### config.mk
export PLATFORM = sky130hd
export DESIGN_NAME = alu_share_ctrl
export DESIGN_NICKNAME = d
export VERILOG_FILES = /design/src/rtl/alu_share_pkg.sv /design/src/rtl/alu_share_alu.sv /design/src/rtl/alu_share_picker.sv /design/src/rtl/alu_share_ctrl.sv
export SDC_FILE = /design/constraint.sdc
export NUM_CORES = 2
export LEC_CHECK = 0
export CAP_MARGIN = 20
export CORE_ASPECT_RATIO = 0.5
export CORE_MARGIN = 2
export CORE_UTILIZATION = 45
export CTS_CLUSTER_DIAMETER = 30
export DETAILED_ROUTE_END_ITERATION = 6
export PLACE_DENSITY = 0.75
export SYNTH_ARGS = -nofsm -noshare
export SYNTH_HDL_FRONTEND = slang
export SYNTH_HIERARCHICAL = 1
export SYNTH_SLANG_ARGS = --single-unit
export TNS_END_PERCENT = 10
### constraint.sdc
create_clock -name clk -period 17.8 [get_ports clk]
set_input_delay 2.67 -clock clk [delete_from_list [all_inputs] [get_ports clk]]
set_output_delay 2.67 -clock clk [all_outputs]
set_load 0.03 [all_outputs]
### src/rtl/alu_share_pkg.sv
// rtl/alu_share_pkg.sv - opcodes, FSM states and default width shared by the alu_share blocks
package alu_share_pkg;

    localparam int DEF_DATA_W = 32;

    localparam logic [3:0] OP_ZERO  = 4'h0;
    localparam logic [3:0] OP_INC   = 4'h1;
    localparam logic [3:0] OP_ADD   = 4'h2;
    localparam logic [3:0] OP_DEC   = 4'h3;
    localparam logic [3:0] OP_SUB   = 4'h4;
    localparam logic [3:0] OP_RSUB  = 4'h5;
    localparam logic [3:0] OP_MUL   = 4'h6;
    localparam logic [3:0] OP_PASSB = 4'h7;
    localparam logic [3:0] OP_AND   = 4'h8;
    localparam logic [3:0] OP_OR    = 4'h9;
    localparam logic [3:0] OP_XOR   = 4'hA;
    localparam logic [3:0] OP_NOT   = 4'hB;
    localparam logic [3:0] OP_SHL1  = 4'hC;
    localparam logic [3:0] OP_SHL_B = 4'hD;
    localparam logic [3:0] OP_SHR1  = 4'hE;
    localparam logic [3:0] OP_SHR_B = 4'hF;

    typedef enum logic [1:0] {S_IDLE, S_EXEC, S_RESP} state_t;

endpackage

### src/rtl/alu_share_alu.sv
// rtl/alu_share_alu.sv - combinational 16-op ALU datapath, results truncated to DATA_W
module alu_share_alu import alu_share_pkg::*; #(
    parameter int DATA_W = DEF_DATA_W
) (
    input  logic [3:0]        op,
    input  logic [DATA_W-1:0] a,
    input  logic [DATA_W-1:0] b,
    output logic [DATA_W-1:0] y
);

    // Variable shifts saturate to zero once B reaches the operand width
    logic shift_oob;
    assign shift_oob = (b >= DATA_W'(DATA_W));

    always_comb begin
        y = '0;
        case (op)
            OP_ZERO:  y = '0;
            OP_INC:   y = a + DATA_W'(1);
            OP_ADD:   y = a + b;
            OP_DEC:   y = a - DATA_W'(1);
            OP_SUB:   y = a - b;
            OP_RSUB:  y = b - a;
            OP_MUL:   y = a * b;
            OP_PASSB: y = b;
            OP_AND:   y = a & b;
            OP_OR:    y = a | b;
            OP_XOR:   y = a ^ b;
            OP_NOT:   y = ~a;
            OP_SHL1:  y = a << 1;
            OP_SHL_B: y = shift_oob ? '0 : (a << b);
            OP_SHR1:  y = a >> 1;
            OP_SHR_B: y = shift_oob ? '0 : (a >> b);
            default:  y = '0;
        endcase
    end

endmodule

### src/rtl/alu_share_picker.sv
// rtl/alu_share_picker.sv - N-way priority picker whose search starts at ptr and wraps
module alu_share_picker #(
    parameter  int N_REQ = 4,
    localparam int ID_W  = $clog2(N_REQ)
) (
    input  logic [N_REQ-1:0] valid,
    input  logic [ID_W-1:0]  ptr,
    output logic [N_REQ-1:0] grant,
    output logic [ID_W-1:0]  idx,
    output logic             any
);

    int k;

    always_comb begin
        grant = '0;
        idx   = '0;
        any   = 1'b0;
        k     = 0;
        for (int i = 0; i < N_REQ; i++) begin
            k = int'(ptr) + i;
            if (k >= N_REQ) begin
                k = k - N_REQ;
            end
            if (!any && valid[k]) begin
                any      = 1'b1;
                grant[k] = 1'b1;
                idx      = ID_W'(k);
            end
        end
    end

endmodule

### src/rtl/alu_share_ctrl.sv
// rtl/alu_share_ctrl.sv - shares one ALU among N_REQ requesters; ALU_SHARE_FIXED_PRI_EN selects fixed priority
module alu_share_ctrl import alu_share_pkg::*; #(
    parameter  int N_REQ  = 4,
    parameter  int DATA_W = DEF_DATA_W,
    localparam int ID_W   = $clog2(N_REQ)
) (
    input  logic                      clk,
    input  logic                      rst,
    input  logic [N_REQ-1:0]          req_valid,
    output logic [N_REQ-1:0]          req_ready,
    input  logic [4*N_REQ-1:0]        req_op,
    input  logic [DATA_W*N_REQ-1:0]   req_a,
    input  logic [DATA_W*N_REQ-1:0]   req_b,
    output logic                      rsp_valid,
    input  logic                      rsp_ready,
    output logic [ID_W-1:0]           rsp_id,
    output logic [DATA_W-1:0]         rsp_data,
    output logic                      rsp_zero,
    output logic                      busy
);

    state_t              state, state_nxt;
    logic [N_REQ-1:0]    grant;
    logic [ID_W-1:0]     gidx;
    logic                gany;
    logic [ID_W-1:0]     ptr;
    logic                accept;
    logic [3:0]          op_q;
    logic [DATA_W-1:0]   a_q, b_q, alu_y, data_q;
    logic [ID_W-1:0]     id_q;
    logic                zero_q;

`ifdef ALU_SHARE_FIXED_PRI_EN
    assign ptr = '0;
`else
    always_ff @(posedge clk or posedge rst) begin
        if (rst) begin
            ptr <= '0;
        end else if (accept) begin
            ptr <= (gidx == ID_W'(N_REQ - 1)) ? '0 : gidx + ID_W'(1);
        end
    end
`endif

    alu_share_picker #(.N_REQ(N_REQ)) u_picker (
        .valid (req_valid),
        .ptr   (ptr),
        .grant (grant),
        .idx   (gidx),
        .any   (gany)
    );

    always_ff @(posedge clk or posedge rst) begin
        if (rst) begin
            state <= S_IDLE;
        end else begin
            state <= state_nxt;
        end
    end

    // Grants are suppressed while reset is held so req_ready reads 0 even with valids up
    always_comb begin
        state_nxt = state;
        req_ready = '0;
        accept    = 1'b0;
        rsp_valid = 1'b0;
        busy      = 1'b1;
        case (state)
            S_IDLE: begin
                busy = 1'b0;
                if (gany && !rst) begin
                    req_ready = grant;
                    accept    = 1'b1;
                    state_nxt = S_EXEC;
                end
            end
            S_EXEC: begin
                state_nxt = S_RESP;
            end
            S_RESP: begin
                rsp_valid = 1'b1;
                if (rsp_ready) begin
                    state_nxt = S_IDLE;
                end
            end
            default: begin
                state_nxt = S_IDLE;
            end
        endcase
    end

    always_ff @(posedge clk or posedge rst) begin
        if (rst) begin
            op_q   <= OP_ZERO;
            a_q    <= '0;
            b_q    <= '0;
            id_q   <= '0;
            data_q <= '0;
            zero_q <= 1'b0;
        end else begin
            if (accept) begin
                op_q <= req_op[4*int'(gidx) +: 4];
                a_q  <= req_a[DATA_W*int'(gidx) +: DATA_W];
                b_q  <= req_b[DATA_W*int'(gidx) +: DATA_W];
                id_q <= gidx;
            end
            if (state == S_EXEC) begin
                data_q <= alu_y;
                zero_q <= (alu_y == '0);
            end
        end
    end

    // The ALU only ever sees registered operands, never the live request buses
    alu_share_alu #(.DATA_W(DATA_W)) u_alu (
        .op (op_q),
        .a  (a_q),
        .b  (b_q),
        .y  (alu_y)
    );

    assign rsp_id   = id_q;
    assign rsp_data = data_q;
    assign rsp_zero = zero_q;

endmodule

==> results.yml <==
detailed_routing:
  avgViaCountPerCell: 6.46
  dr.pass1.iters: 7
  drtIter0Drc: 4823
  ant_nets: 0
  wl_um: 133000
  wl_per_cell_um: 27.9
  vias: 30771
  drc_errors: 75
sta:
  fin_crit_ps: 9540
  setup_tns_ps: 0
  relSlewSlack_pct: 26.1
  finalSetupViolations: 0
  skew_ps: 20.4
  fin_ws_ps: 8260
  fmax_mhz: 105
  hold_violations: 0
  tightest_slew_ps: 1110
  fin_crit_sh_pct: 53.6
  slew_violations: 0
  rsz0062_at_grt: "false"
clock_network:
  clockRootBuffer: "clkbuf_16"
  cts_setup_buffers: 0
  clock_latency_ps: 400
  htreeDepth: 3
  clkTransAtPathRegs_ps: 90
  cts_hold_buf: 0
  clockBufferDepth: 2
  cts_inserted_buffers: 9
  ctsResizeCount: 0
  cts_tree: "yes"
  clock_sinks: 107
logic_synthesis:
  ys.flop_type: "dfrtp_1"
  synth_area_um2: 31300
  syn_avg_cell_area_um2: 8.54
  syn-num-nets: 4612
  ys_seq_area_share_pct: 8.56
  synth_cells: 3664
  synthDistinctLibCells: 84
  ys_warn_count: 6
  async_reset_ff_share_pct: 100
  synth_edf_count: 0
  synth_seq_cells: 107
die:
  die_w_um: 377
  die_area_um2: 71800
  core_um2: 68900
  rows: 68
  io_pins: 320
  floorplan.initialDensity_pct: 45.4
  die_h_um: 190
hold_path:
  hold_class: "flip-flop to flip-flop"
  min_path_cells: 1
  min_to: "rsp_data[12]"
  min_from: "rsp_data[12]"
cells_and_area:
  final_area_um2: 35700
  final_common_cell: "inv_1"
  fill_cells: 6390
  layout_common_cells: "495 x inv_1, 488 x nor2_1, 410 x fa_1, 354 x nand2_1, 319 x clkdlybuf4s50_1"
  area_delta_synth_final_pct: 14.1
  multi_input_area_um2: 25700
  drive_gt1_share_pct: 9.25
  fin_nets: 4790
  seq_area_um2: 2690
global_route:
  grt_pass1_vias: 30437
  gr-total-overflow: 0
  grt_start_max_net_pins: 71
  grt_use_total_pct: 36.7
  antenna_found_initial: 7
  grt_pass1_wl_um: 196000
setup_path:
  worstPathArrival_ps: 9850
  worstReg2RegEnd: "rsp_zero"
  ff2ff_setup_slack_ps: 8260
  endpoint_kind: "flip-flop"
  start_kind: "flip-flop"
  regToRegStartpoint: "b_q[7]"
  path_max_fanout: 21
  required_ps: 18100
  r2r_cells: 27
  critPathKind: "flip-flop to flip-flop"
place:
  dp_hpwl_um: 102000
  portBuffers: 319
  routabilityCongestion: 1.12
  place_ws_ps: 8390
  postPlaceCellArea_um2: 35400
outcome:
  violations: "design-rule violations"
  status: "complete, but fails checks"
flow_run:
  cap_violations: 0
-- per-layer routing --
layer / global-route usage [%] / vias up / share of wire (%) / wire, um
met5: 0.337 / - / 0.077 / 102
met2: 53.1 / 2456 / 41 / 54500
li1: - / 12595 / - / -
met1: 48.3 / 15236 / 38 / 49900
met3: 15.4 / 476 / 16 / 21800
met4: 15.3 / 8 / 5.0 / 6610
-- area by class of cell --
class                      count  share of cell area, %
antenna                        4                 0.0280
clock buffer                  12                  0.746
clock inverter                 4                 0.0876
inverter                     516                   5.43
multi-input combinational   2789                   72.0
sequential                   107                   7.53
tap                          910                   3.19
timing repair buffer         419                   11.0
-- state kept, by name, indices dropped and copies added, names as in the netlist --
| signal | flops |
|---|---|
| a_q | 32 |
| b_q | 32 |
| op_q | 4 |
| ptr | 2 |
| rsp_data | 32 |
| rsp_id | 2 |
| rsp_zero | 1 |
| state | 2 |
-- kinds of logic (layout without fill, tap and decap cells) --
| kind of cell | count (synthesis) | in the layout | synth area share [%] |
|---|---|---|---|
| and+or+nand+nor | 1052 | 1052 | 14.1 |
| xor gates and xnor gates | 166 | 166 | 4.69 |
| other | 0 | 4 | 0 |
| AOI/OAI and AO/OA | 639 | 639 | 13.6 |
| DFF | 107 | 107 | 8.56 |
| adders and majority gates | 669 | 669 | 36.6 |
| muxes | 263 | 263 | 12.9 |
| buffers and inverters | 768 | 951 | 9.54 |
-- through the flow --
stage	hold WS, ps	utilization (%)	std cells
2_1_floorplan	483	-	3664
3_3_place_gp	489	51.4	4740
3_5_place_dp	492	51.4	4740
4_1_cts	510	51.8	4756
5_1_grt	528	51.8	4758
6_report	514	51.8	4761
-- worst max-delay path by stage --
stage	from	endpoint	slack, ps	depth (start not counted)
after floorplan	b_q[2]	rsp_zero	9260	34
after global placement	b_q[7]	rsp_zero	8550	27
after detailed placement	b_q[7]	rsp_zero	8390	27
after CTS	b_q[7]	rsp_zero	8360	27
after global routing	b_q[3]	rsp_zero	7930	29
final	b_q[7]	rsp_zero	8260	27
-- cell usage after synthesis, types with 11 or more instances --
cell         n  share of area, %
a211oi_1    37              0.89
a21o_1      35              0.84
a21oi_1    122               2.0
a221oi_1    51               1.4
a22oi_1     34              0.82
a31oi_1     15              0.30
buf_1       44              0.53
buf_2       28              0.45
clkbuf_1   169               2.0
clkinv_1    16              0.19
dfrtp_1    107               8.6
fa_1       410                26
ha_1       259                10
inv_1      497               6.0
mux2_2     100               3.6
mux2i_1     51               1.6
mux4_2      95               6.8
nand2_1    354               4.2
nand2b_1    25              0.50
nand3_1     28              0.45
nand4_1     12              0.24
nor2_1     491               5.9
nor2b_1     21              0.42
nor3_1      47              0.75
nor4_1      24              0.48
o2111ai_1   12              0.34
o211ai_1    27              0.65
o21a_1      20              0.48
o21ai_0    157               2.5
o22ai_1     23              0.46
o31ai_1     13              0.31
or3_1       11              0.22
xnor2_1    119               3.3
xor2_1      46               1.3
-- critical path, stage by stage (launching register included) --
cell	delay [ps]
dfrtp_1	550
inv_1	730
nor2_1	170
fa_1	540
fa_1	510
inv_1	50
fa_1	490
fa_1	540
inv_1	40
ha_1	290
ha_1	330
fa_1	530
inv_1	50
fa_1	530
inv_1	40
ha_1	340
or2_2	290
a21oi_1	230
o31ai_1	190
a2111oi_0	550
nor2_1	170
a221o_1	520
a21oi_1	240
xor2_1	240
o211ai_1	140
nor4_1	640
nand4_1	240
o31ai_1	230
Power is not shown: default switching activity piles up to over one toggle a cycle in this logic, so the estimate is an artifact.
